===== src/rtl/data_memory_hs.sv =====
// rtl/data_memory_hs.sv - data RAM with valid/ready request/response handshake, wait states and reset sweep
module data_memory_hs #(
  parameter int N              = 32,
  parameter int BYTES          = 256,
  parameter int WAIT           = 0,
  parameter bit CLEAR_ON_RESET = 1'b1
) (
  input  logic           i_clk,
  input  logic           i_arst_n,
  input  logic           i_req_valid,
  output logic           o_req_ready,
  input  logic           i_req_we,
  input  logic [31:0]    i_req_addr,
  input  logic [N-1:0]   i_req_wdata,
  input  logic [N/8-1:0] i_req_wstrb,
  output logic           o_rsp_valid,
  input  logic           i_rsp_ready,
  output logic [N-1:0]   o_rsp_rdata,
  output logic           o_rsp_err,
  output logic           o_clearing
);

  localparam int B     = N / 8;
  localparam int WORDS = BYTES / B;
  localparam int OFF   = $clog2(B);
  localparam int AW    = (WORDS > 1) ? $clog2(WORDS) : 1;
  // WAIT cycles spent in S_WAIT means the countdown starts at WAIT-1 and exits on zero
  localparam logic [3:0] WLOAD = (WAIT > 0) ? 4'(WAIT - 1) : 4'd0;

  typedef enum logic [1:0] {S_CLEAR, S_IDLE, S_WAIT, S_RESP} state_t;

  state_t        state_q, state_d;
  logic [AW-1:0] cnt_q;
  logic [3:0]    wcnt_q;
  logic [N-1:0]  mem [WORDS];
  logic [N-1:0]  rdata_q;
  logic          err_q;
  logic          accept;
  logic          addr_err;
  logic          mem_we;
  logic [AW-1:0] widx;

  assign accept   = (state_q == S_IDLE) && i_req_valid;
  assign addr_err = (i_req_addr[OFF-1:0] != '0) || (i_req_addr >= 32'(BYTES));
  assign widx     = i_req_addr[OFF +: AW];
  // Reset gating keeps a master driving during reset (sweep disabled) from touching the array
  assign mem_we   = accept && i_req_we && !addr_err && i_arst_n;

  assign o_req_ready = (state_q == S_IDLE);
  assign o_rsp_valid = (state_q == S_RESP);
  assign o_clearing  = (state_q == S_CLEAR);
  assign o_rsp_rdata = rdata_q;
  assign o_rsp_err   = err_q;

  // State register; reset restarts the sweep (or goes straight to idle without it)
  always_ff @(posedge i_clk or negedge i_arst_n) begin
    if (!i_arst_n) state_q <= CLEAR_ON_RESET ? S_CLEAR : S_IDLE;
    else           state_q <= state_d;
  end

  // Next-state decode for sweep, accept, wait countdown and response handshake
  always_comb begin
    state_d = state_q;
    case (state_q)
      S_CLEAR: if (cnt_q == AW'(WORDS - 1)) state_d = S_IDLE;
      S_IDLE:  if (accept) state_d = (WAIT > 0) ? S_WAIT : S_RESP;
      S_WAIT:  if (wcnt_q == '0) state_d = S_RESP;
      S_RESP:  if (i_rsp_ready) state_d = S_IDLE;
      default: state_d = S_IDLE;
    endcase
  end

  // Sweep word pointer and wait-state countdown
  always_ff @(posedge i_clk or negedge i_arst_n) begin
    if (!i_arst_n) begin
      cnt_q  <= '0;
      wcnt_q <= '0;
    end else begin
      if (state_q == S_CLEAR) cnt_q <= cnt_q + AW'(1);
      if (accept)                  wcnt_q <= WLOAD;
      else if (state_q == S_WAIT)  wcnt_q <= wcnt_q - 4'd1;
    end
  end

  // Response word and error flag are captured at accept and held until the handshake
  always_ff @(posedge i_clk or negedge i_arst_n) begin
    if (!i_arst_n) begin
      rdata_q <= '0;
      err_q   <= 1'b0;
    end else if (accept) begin
      err_q   <= addr_err;
      rdata_q <= (i_req_we || addr_err) ? '0 : mem[widx];
    end
  end

  // Array has no reset term: it is zeroed by the sweep or written lane-wise at accept
  always_ff @(posedge i_clk) begin
    if (state_q == S_CLEAR) begin
      mem[cnt_q] <= '0;
    end else if (mem_we) begin
      for (int k = 0; k < B; k++) begin
        if (i_req_wstrb[k]) mem[widx][8*k +: 8] <= i_req_wdata[8*k +: 8];
      end
    end
  end

endmodule


===== config.mk =====
export PLATFORM = sky130hd
export DESIGN_NAME = data_memory_hs
export DESIGN_NICKNAME = d
export VERILOG_FILES = /design/src/rtl/data_memory_hs.sv
export SDC_FILE = /design/constraint.sdc
export NUM_CORES = 2
export LEC_CHECK = 0
export ABC_AREA = 0
export CAP_MARGIN = 20
export CORE_MARGIN = 2
export CORE_UTILIZATION = 30
export CTS_BUF_LIST = sky130_fd_sc_hd__clkbuf_16
export DETAILED_ROUTE_END_ITERATION = 16
export SYNTH_ARGS = -nofsm -noshare
export SYNTH_HDL_FRONTEND = slang
export SYNTH_SLANG_ARGS = --single-unit

===== constraint.sdc =====
create_clock -name i_clk -period 9.9 [get_ports i_clk]
set_clock_uncertainty 0.2 [all_clocks]
set_input_delay 1.98 -clock i_clk [delete_from_list [all_inputs] [get_ports i_clk]]
set_output_delay 1.98 -clock i_clk [all_outputs]
set_load 0.02 [all_outputs]

==> flow_summary.ini <==
[floorplan]
fp.dieH_um = 528.9
fp.dieW_um = 528.9
dieArea_mm2 = 0.2797
pin_count = 109
placementRows = 192
initial_core_util_pct = 30.18
core_area_mm2 = 0.2739

[timing]
setup_ws_ns = 3.930
post-route-period-util_pct = 60.31
max_freq_ghz = 0.1675
fin_setup_tns_ns = 0
slew_viol_final = 0
hold_viol = 0
fin_crit_ns = 5.970
slew_headroom_pct = 11.27
final-setup-viol-count = 0
rsz0062_at_grt = no
worst_pin_slew_ns = 1.314

[clock_tree]
post-cts-setup-buffers = 0
path_clk_slew_ns = 0.06
cts_buffer_depth = 3
postCtsHoldBufs = 0
cts_resized = 0
cts_sinks = 2093
cts-buffers-inserted = 207
cts_tree = yes
root_buffer = clkbuf_16
clk_latency_ns = 0.84
cts_max_level = 4

[synth]
async_flop_share_pct = 2.150
synth_cell_types = 73
synth.avg_cell_area_um2 = 20.88
synth_edf_count = 2048
syn_area_mm2 = 0.08264
ys.flop_type = edfxtp_1
synth_seq_area_share_pct = 75.78
syn_inst = 3958
synth_seq_cells = 2093
yosysWarnings = 0
syn_nets = 4037

[route]
final_antenna_net_count = 0
wire_per_inst_um = 28.88
drtIter0Drc = 5311
via_per_inst = 5.311
post-route-drc-count = 0
drt-total-wl_um = 229900
vias = 42280
firstDrtPassIters = 5

[worst_setup_path]
critPathCaptureType = flop
required_ns = 10.14
crit_fanout = 35
start_kind = primary input
r2r_slack_ns = 4.82
arrival_ns = 6.21
crit_type = primary input to flop

[layout]
drive_gt1_share_pct = 27.82
final_nets = 4273
area_growth_pct = 15.89

[placement]
dp_hpwl_um = 135300
port_buffers = 108
gp_congestion = 0.8110
pre_cts_ws_ns = 3.000

[global_route]
first_global_vias = 42140
grt.overflow.total = 0
antenna_found_initial = 10
grtUsageTotal_pct = 16.12
grt_pass1_wl_um = 324900
grt_max_degree = 118

[power]
finalPower_w = 0.01771
vdd_drop_max_mv = 0.1822
power_leakage_nw = 24.53
p_per_area_mw_per_mm2 = 185.0

[worst_hold_path]
hp-class = flop to flop

[run]
maxCapViolations = 0

[run_status]
outcome = finished clean
-- stage by stage --
stage	std cells	hold slack [ns]	area (µm²)	utilization (%)
after CTS	7903	0.3360	95430	34.85
final	7962	0.3358	95770	34.97
after floorplan	3958	0.2975	82640	-
after global routing	7960	0.3683	95770	34.97
after global placement	7490	0.3126	88670	32.38
after detailed placement	7517	0.3255	88860	32.45
-- sequential cells by signal, indices dropped and copies added, names as in the netlist --
name         cells
o_rsp_rdata     32
mem           2048
cnt_q            6
state_q          2
o_rsp_err        1
wcnt_q           4
-- synthesized netlist by cell type (all sizes together), types with 13 or more instances --
library cell  count  area share [%]
a21oi            44            0.27
a22o             16            0.17
mux2i           180             2.2
nand3            65            0.39
nand2           102            0.46
a22oi           107            0.97
clkbuf          126            0.58
nor4            137             1.3
buf             167             1.1
a41oi            13            0.14
edfxtp         2048              74
mux4            475              13
dfrtp            45             1.4
nor2             39            0.18
and2             41            0.31
nor3            136             1.0
o22ai            15            0.11
mux2             31            0.43
nor2b            14            0.11
-- cells in the final DEF, fill, tap and decap left out, types with 7 or more instances in the layout --
master,instances
and2_1,7
nand4_1,10
and4_1,7
a22oi_1,107
buf_2,36
mux2i_1,172
clkbuf_4,16
mux4_2,475
a41oi_1,13
and2_4,15
bufinv_16,16
buf_4,139
clkinv_2,41
nand3_1,65
nand2_1,101
nor4_2,100
o22ai_1,15
dfrtp_1,45
buf_12,11
nor2_1,33
clkinv_1,54
clkbuf_16,211
clkdlybuf4s50_1,102
clkbuf_2,11
nor2b_1,9
o21ai_0,11
a32oi_1,8
nor3_1,103
nand2b_1,7
a22o_1,16
nor3_2,33
mux2_2,28
or3_1,11
inv_1,53
clkinvlp_4,7
and2_2,19
edfxtp_1,2048
a21oi_1,44
mux2i_4,8
nor4_1,33
-- area by class of cell --
| cell class | count | area (µm²) |
|---|---|---|
| Multi-Input combinational cell | 1561 | 19320 |
| Inverter | 11 | 41.29 |
| Fill cell | 25160 | 178100 |
| Clock inverter | 175 | 1297 |
| Antenna cell | 2 | 5.005 |
| Timing Repair Buffer | 320 | 2710 |
| Clock buffer | 211 | 5280 |
| Sequential cell | 2093 | 62630 |
| Tap cell | 3589 | 4491 |
-- cells by family after synthesis --
family,after synthesis,share of synthesized area (%)
AO/OA/AOI/OAI,270,2.437
AND/OR/NAND/NOR,591,4.303
adder cells (fa/ha/maj),6,0.09084
multiplexers,686,15.58
flip-flops,2093,75.78
buffers and inverters,304,1.723
XOR/XNOR,8,0.08479
-- where the power goes --
group          leakage, nW  internal [W]  switching, W
Sequential            14.7       0.00958    0.00000204
Clock                 3.39       0.00428       0.00337
Combinational         6.43      0.000174      0.000319
Total                 24.5        0.0140       0.00369
-- worst max-delay path, stage by stage --
cell	delay, ns
clkdlybuf4s50_1	0.42
nor4_2	0.32
nand3_1	0.37
or4_1	0.61
buf_4	0.29
mux2i_4	0.24
buf_4	0.35
buf_4	0.51
nor3_1	0.98
-- worst paths after layout --
check / start / end / cells after the start
max: i_req_addr[17] / mem[17][25]$_DFFE_PP_ / 9
min: o_rsp_err$_DFFE_PN0P_ / o_rsp_err$_DFFE_PN0P_ / 2
max reg2reg: state_q[1]$_DFFE_PN0P_ / mem[17][25]$_DFFE_PP_ / 10
min reg2reg: o_rsp_err$_DFFE_PN0P_ / o_rsp_err$_DFFE_PN0P_ / 2
max in group asynchronous: i_arst_n / o_rsp_rdata[11]$_DFFE_PN0P_ / 1
min in group asynchronous: i_arst_n / wcnt_q[1]$_DFFE_PN0P_ / 1
-- layer usage --
layer / part of all wire, % / GRT usage (%) / wire length [µm]
met1: 41 / 22.06 / 94110
met2: 48 / 26.03 / 110700
met3: 7.4 / 2.662 / 16960
met4: 3.6 / 5.468 / 8187
met5: 0 / 0 / 0
(Power assumes the default switching activity.)
